`src/rtl/id_ex_stage.sv`:
```
// ID/EX pipeline register with load-use hazard detection, bubble insertion on
// hazard or flush, and saturating bubble counters for performance debug.
module id_ex_stage #(
  parameter int DATA_W = 32,
  parameter int CNT_W  = 16
) (
  input  logic              clk,
  input  logic              reset,
  input  logic              id_jtopc,
  input  logic              id_branch,
  input  logic              id_regwrite,
  input  logic              id_regdst,
  input  logic              id_alusrc,
  input  logic              id_memwrite,
  input  logic              id_memread,
  input  logic              id_memtoreg,
  input  logic [3:0]        id_aluop,
  input  logic [DATA_W-1:0] id_rdata1,
  input  logic [DATA_W-1:0] id_rdata2,
  input  logic [DATA_W-1:0] id_imm,
  input  logic [DATA_W-1:0] id_pc4,
  input  logic [4:0]        id_rs,
  input  logic [4:0]        id_rt,
  input  logic [4:0]        id_rd,
  input  logic              flush,
  output logic              ex_jtopc,
  output logic              ex_branch,
  output logic              ex_regwrite,
  output logic              ex_regdst,
  output logic              ex_alusrc,
  output logic              ex_memwrite,
  output logic              ex_memread,
  output logic              ex_memtoreg,
  output logic [3:0]        ex_aluop,
  output logic [DATA_W-1:0] ex_rdata1,
  output logic [DATA_W-1:0] ex_rdata2,
  output logic [DATA_W-1:0] ex_imm,
  output logic [DATA_W-1:0] ex_pc4,
  output logic [4:0]        ex_rs,
  output logic [4:0]        ex_rt,
  output logic [4:0]        ex_rd,
  output logic              stall,
  output logic [CNT_W-1:0]  hazard_cnt,
  output logic [CNT_W-1:0]  flush_cnt
);

  localparam logic [CNT_W-1:0] CNT_ONE = {{(CNT_W-1){1'b0}}, 1'b1};
  localparam logic [CNT_W-1:0] CNT_MAX = {CNT_W{1'b1}};

  logic rt_used_s;
  logic hazard_s;

  // Load-use detection: the load in EX writes a register the decode instruction reads.
  always_comb begin
    rt_used_s = id_regdst | id_memwrite | id_branch;
    hazard_s  = 1'b0;
    stall     = 1'b0;
    if (ex_memread && (ex_rt != 5'd0) &&
        ((ex_rt == id_rs) || (rt_used_s && (ex_rt == id_rt)))) begin
      hazard_s = 1'b1;
    end else begin
      hazard_s = 1'b0;
    end
    // A squashed instruction must not hold upstream; reset also forces release.
    if (hazard_s && !flush && !reset) begin
      stall = 1'b1;
    end else begin
      stall = 1'b0;
    end
  end

  // Pipeline register: reset, bubble on flush/hazard, otherwise capture decode.
  always_ff @(posedge clk) begin
    if (reset) begin
      ex_jtopc    <= 1'b0;
      ex_branch   <= 1'b0;
      ex_regwrite <= 1'b0;
      ex_regdst   <= 1'b0;
      ex_alusrc   <= 1'b0;
      ex_memwrite <= 1'b0;
      ex_memread  <= 1'b0;
      ex_memtoreg <= 1'b0;
      ex_aluop    <= 4'b0000;
      ex_rdata1   <= {DATA_W{1'b0}};
      ex_rdata2   <= {DATA_W{1'b0}};
      ex_imm      <= {DATA_W{1'b0}};
      ex_pc4      <= {DATA_W{1'b0}};
      ex_rs       <= 5'd0;
      ex_rt       <= 5'd0;
      ex_rd       <= 5'd0;
      hazard_cnt  <= {CNT_W{1'b0}};
      flush_cnt   <= {CNT_W{1'b0}};
    end else if (flush || hazard_s) begin
      // Bubble data is zeroed too so nothing downstream forwards from it.
      ex_jtopc    <= 1'b0;
      ex_branch   <= 1'b0;
      ex_regwrite <= 1'b0;
      ex_regdst   <= 1'b0;
      ex_alusrc   <= 1'b0;
      ex_memwrite <= 1'b0;
      ex_memread  <= 1'b0;
      ex_memtoreg <= 1'b0;
      ex_aluop    <= 4'b0000;
      ex_rdata1   <= {DATA_W{1'b0}};
      ex_rdata2   <= {DATA_W{1'b0}};
      ex_imm      <= {DATA_W{1'b0}};
      ex_pc4      <= {DATA_W{1'b0}};
      ex_rs       <= 5'd0;
      ex_rt       <= 5'd0;
      ex_rd       <= 5'd0;
      if (flush) begin
        if (flush_cnt != CNT_MAX) begin
          flush_cnt <= flush_cnt + CNT_ONE;
        end else begin
          flush_cnt <= flush_cnt;
        end
      end else begin
        if (hazard_cnt != CNT_MAX) begin
          hazard_cnt <= hazard_cnt + CNT_ONE;
        end else begin
          hazard_cnt <= hazard_cnt;
        end
      end
    end else begin
      ex_jtopc    <= id_jtopc;
      ex_branch   <= id_branch;
      ex_regwrite <= id_regwrite;
      ex_regdst   <= id_regdst;
      ex_alusrc   <= id_alusrc;
      ex_memwrite <= id_memwrite;
      ex_memread  <= id_memread;
      ex_memtoreg <= id_memtoreg;
      ex_aluop    <= id_aluop;
      ex_rdata1   <= id_rdata1;
      ex_rdata2   <= id_rdata2;
      ex_imm      <= id_imm;
      ex_pc4      <= id_pc4;
      ex_rs       <= id_rs;
      ex_rt       <= id_rt;
      ex_rd       <= id_rd;
    end
  end

endmodule

```
`config.mk`:
```
export PLATFORM = sky130hd
export DESIGN_NAME = id_ex_stage
export DESIGN_NICKNAME = d
export VERILOG_FILES = /design/src/rtl/id_ex_stage.sv
export SDC_FILE = /design/constraint.sdc
export NUM_CORES = 1
export LEC_CHECK = 0
export ABC_AREA = 1
export BUFFER_PORTS_ARGS = -buffer_cell sky130_fd_sc_hd__clkbuf_2
export CAP_MARGIN = 10
export CORE_AREA = 2 2 135 137
export DETAILED_ROUTE_END_ITERATION = 16
export DIE_AREA = 0 0 137 139
export GPL_ROUTABILITY_DRIVEN = 0
export PLACE_DENSITY_LB_ADDON = 0.2
export SYNTH_ARGS = -nofsm -noshare
export SYNTH_HDL_FRONTEND = slang
export SYNTH_SLANG_ARGS = --single-unit
```
`constraint.sdc`:
```
create_clock -name clk -period 4 [get_ports clk]
set_input_delay 0.2 -clock clk [delete_from_list [all_inputs] [get_ports clk]]
set_output_delay 0.2 -clock clk [all_outputs]
set_load 0.01 [all_outputs]
```
After elaboration in Yosys (flattened, before gate mapping)
Index checks and enable logic that the tools add are counted.
{ "classes": {"n_mux": 2, "div": 0, "n_mul": 0, "addsub": 2, "n_bitwise": 3, "n_lt_le_gt_ge": 0, "n_eq_ne": 4, "reduce_logical": 13, "shift": 0} }
{ "op_table": {"columns": ["operator", "n"], "rows": [
  ["adder 16 x 1 -> 16 bit (second input constant)", 2],
  ["!= test 16 bit (second input constant)", 2],
  ["equality test 5 bit", 2],
  ["AND reduction 3 bit", 2],
  ["logical AND 1 bit", 5],
  ["nonzero test 5 bit", 1],
  ["logical NOT 1 bit", 2],
  ["logical OR 1 bit", 2],
  ["two-way mux 1 bit", 2],
  ["OR 1 bit", 2],
  ["OR reduction 2 bit", 1],
  ["inverter 1 bit", 1]
]} }
{ "totals": {"memories": 0, "mem_bits_ro": 0, "latchBits": 0, "regBits": 187, "mem_bits_rw": 0, "input_bits": 158} }

Depth between registers and ports, before layout
{ "logic_depth": {"word_depth": 9, "ltp_mapped": 11} }

Worst setup path after synthesis
Ideal clock, no wire load.
{ "synth_timing": {"kind": "reg-to-reg", "from": "register hazard_cnt[0]", "to": "register hazard_cnt[10]", "setup_time_ns": 0.132, "path_slack_ns": 2.379, "stages_incl_launch_ff": 10, "arrival_time_ns": 1.488, "t_required_ns": 3.868, "period_less_slack_ns": 1.621, "cell_sequence": "dfxtp_1 > ha_1 > nand2_1 > nor2_4 > nand4_1 > nand2_1 > inv_2 > buf_1 > nand4_1 > a21oi_1"} }
{ "synth_between": {"elab_chain_cells": 2} }
{ "synth_rtl": {"columns": ["element", "line", "source"], "rows": [
  ["start, declared", "43", "output logic [CNT_W-1:0] hazard_cnt,"],
  ["start signal, assigned", "91", "hazard_cnt <= {CNT_W{1'b0}};"],
  ["start signal, assigned", "119", "hazard_cnt <= hazard_cnt + CNT_ONE;"],
  ["start signal, assigned", "121", "hazard_cnt <= hazard_cnt;"],
  ["parallel branches: the longest is 2 deep, another holds adder 16 x 1 -> 16 bit", null, null]
]} }
Several ways; the timed one is not identified.
A chain may end at the register's enable or synchronous reset.

Worst setup path in the final report
{ "layout_timing": {"from": "register ex_rt[4]", "to": "output port stall"} }
{ "layout_between": {"elab_chain_cells": 8} }
{ "layout_rtl": {"columns": ["element", "line", "source"], "rows": [
  ["start, declared", "40", "output logic [4:0] ex_rt,"],
  ["start signal, assigned", "139", "ex_rt <= id_rt;"],
  ["equality test 5 bit", "59", "((ex_rt == id_rs) || (rt_used_s && (ex_rt == id_rt)))) begin"],
  ["logical AND 1 bit", "59", null],
  ["logical OR 1 bit", "59", null],
  ["logical AND 1 bit *", "58", "if (ex_memread && (ex_rt != 5'd0) &&"],
  ["two-way mux 1 bit *", "58", null],
  ["logical AND 1 bit * (2 in series)", "65", "if (hazard_s && !flush && !reset) begin"],
  ["two-way mux 1 bit *", "65", null],
  ["end, declared", "42", "output logic stall,"]
]} }
Every way passes the cells marked *; elsewhere a longest branch is shown, timed or not.

==> results.cfg <==
[routing]
wl_per_cell_um = 13.3
dr.pass1.iters = 8
routed_wirelength_um = 20500
drt_iter0_drc = 275
routed_via_density = 4.28
drc = 0
ant_nets = 0
vias = 6626

[power_and_ir_drop]
power_density_nw_per_um2 = 388
total_power_uw = 4050
peakVddDrop_uv = 277
p_leak_uw = 0.00555

[logic_synthesis]
async_flop_share_pct = 0
synth_mux_area_share_pct = 0
yosysWarnings = 0
synth_top_family_by_area = simple AND/OR/NAND/NOR gates
syn_nets = 975
synth-adder-area-share_pct = 0.384
synth-xor-area-share_pct = 2.15
syn_area_sq_um = 6510
ys_seq_area_share_pct = 57.5
yosys.cell_types.count = 28
yosys_most_used_dff = dfxtp_1
ys_ff_latch = 187
postSynthCellCount = 815
synth_compound_area_share_pct = 2.81
syn_avg_cell_area_sq_um = 7.99
synth_edf_count = 0
yosys.area_share.simple_pct = 23.0

[worst_setup_path]
critPathArrivalTime_ps = 2190
cp_max_fo = 18
path_class = reg2out
r2r_slack_ps = 1800
startpoint_type = flop
cp.required_ps = 3800
endpoint_kind = primary output

[timing]
hold_viol_final = 0
skew_ps = 10.4
slew_violations = 0
final.setup.tns_ps = 0
rsz0062_at_grt = no
slew_headroom_pct = 58.2
finalCritPeriodShare_pct = 59.7
setup_viol_count_final = 0
setup_slack_ps = 1610
worst_slew_pin_slew_ps = 627
fin_crit_ps = 2390
max_clock_freq_mhz = 419

[die]
die_x_um = 137
start_util_pct = 36.9
rows = 49
core-area_sq_um = 17700
top_level_ports = 346
dieArea_sq_um = 19000
die_h_um = 139

[global_route]
antenna_found_initial = 1
grt_pass1_vias = 6605
overflow = 0
grt_first_pass_wirelength_um = 31700
grt_max_degree = 96
track_usage_pct = 21.2

[placed_design]
dp.final_hpwl_um = 13900
dp_slack_ps = 1850
io_buffers = 345
placed_cell_area_sq_um = 8340

[clocking]
cts_buffers = 17
cts_buffer_depth = 2
tritoncts = done
numClockSinks = 187
clk_latency_ps = 420
cts_root_buffer = clkbuf_16
clk_pin_slew_ps = 70
cts_setup_buffers = 0
htreeDepth = 4

[min_path]
hp-class = in2reg

[layout]
layout-drive-gt1-share_pct = 29.6
final_util_pct = 59.1
final_cell_area_sq_um = 10400
nets = 1466
area_growth_pct = 60.4

[outcome]
status = completed

[run]
drv_cap = 0
-- Yosys cell counts (2+ instances only) --
cell / count / area share, %
buf_1: 3 / 0.17
inv_1: 183 / 11
xnor2_1: 6 / 0.81
nand2_1: 108 / 6.2
clkbuf_1: 2 / 0.12
ha_1: 2 / 0.38
nand3_1: 18 / 1.4
dfxtp_1: 187 / 58
buf_4: 6 / 0.69
nand4_1: 25 / 2.4
buf_6: 12 / 2.1
xor2_1: 10 / 1.3
nor3_1: 14 / 1.1
nand2_2: 2 / 0.19
o21ai_0: 7 / 0.54
inv_2: 6 / 0.35
nor2_1: 185 / 11
buf_2: 3 / 0.23
a21oi_1: 27 / 2.1
-- state kept, by name, summed over array words and instances (netlist names) --
signal,count
ex_memwrite,1
ex_rt,5
ex_rs,5
ex_jtopc,1
ex_imm,32
ex_rdata1,32
ex_pc4,32
ex_alusrc,1
ex_aluop,4
hazard_cnt,16
ex_rd,5
ex_regdst,1
ex_regwrite,1
flush_cnt,16
ex_memtoreg,1
ex_rdata2,32
ex_branch,1
ex_memread,1
-- final timing paths --
path                               startpoint  depth (start not counted)       endpoint
worst max-delay path                 ex_rt[4]                          9          stall
worst min-delay path                 id_rs[3]                          3       ex_rs[3]
worst max register to register   flush_cnt[0]                          8  flush_cnt[10]
worst min register to register  flush_cnt[15]                          2  flush_cnt[15]
-- power breakdown --
part | internal (uW) | switching [uW] | total [uW] | leakage [uW]
sequential | 1930 | 21.1 | 1950 | 0.00153
combinational | 228 | 209 | 437 | 0.00374
clock | 885 | 779 | 1660 | 0.000280
-- repair_timing --
action	in CTS	in global routing
resized for setup	0	0
hold buffers	151	0
hold endpoints to repair	151	0
-- layout by cell type, fill, tap and decap left out, drive strengths merged --
master,instances
nand3,20
o21ai,8
a211oi,1
nand4,25
nor2,187
diode,1
inv,195
nor3,14
ha,2
xnor2,6
nand3b,1
buf,2
bufinv,1
or2,1
xor2,10
nand2,110
clkinv,5
dfxtp,187
clkinvlp,2
dlygate4sd3,151
and3,1
clkbuf,363
a21oi,27
-- metrics by stage --
step | hold slack, ps | instances
after floorplan | 312 | 815
after global placement | 397 | 1365
after detailed placement | 400 | 1365
after CTS | 2.38 | 1548
after global routing | 10.7 | 1549
final | 27.8 | 1549
-- final cells by class --
class,instances,area (sq um)
diodes,1,2.50
clock buffers,18,429
clock inverters,14,153
fillers,1513,7220
inverters,189,709
multi-input cells,413,1850
flip-flops and latches,187,3740
well taps,229,287
repair buffers,498,3270
-- routing by layer --
metal	GRT usage (%)	up-vias	share of wire, %
met5	0	-	0
li1	-	3365	-
met2	38.4	224	51
met4	9.55	0	3.4
met3	5.85	50	6.7
met1	22.5	2987	39
-- logic make-up (layout without fill, tap and decap cells) --
| kind of cell | Yosys count | in the layout |
|---|---|---|
| other | 0 | 1 |
| DFF | 187 | 187 |
| xor gates and xnor gates | 16 | 16 |
| AOI/OAI and AO/OA | 36 | 36 |
| adders and majority gates | 2 | 2 |
| and+or+nand+nor | 359 | 359 |
| buffers and inverters | 215 | 719 |
-- critical path: stages, from the launching register on --
cell	delay, ps
dfxtp_1	420
inv_2	50
nand2_1	60
nand2_1	50
nor2_1	100
nand3_1	90
nand2_2	340
nand2_2	140
nor3_1	310
clkbuf_2	200
(Power assumes the default switching activity.)
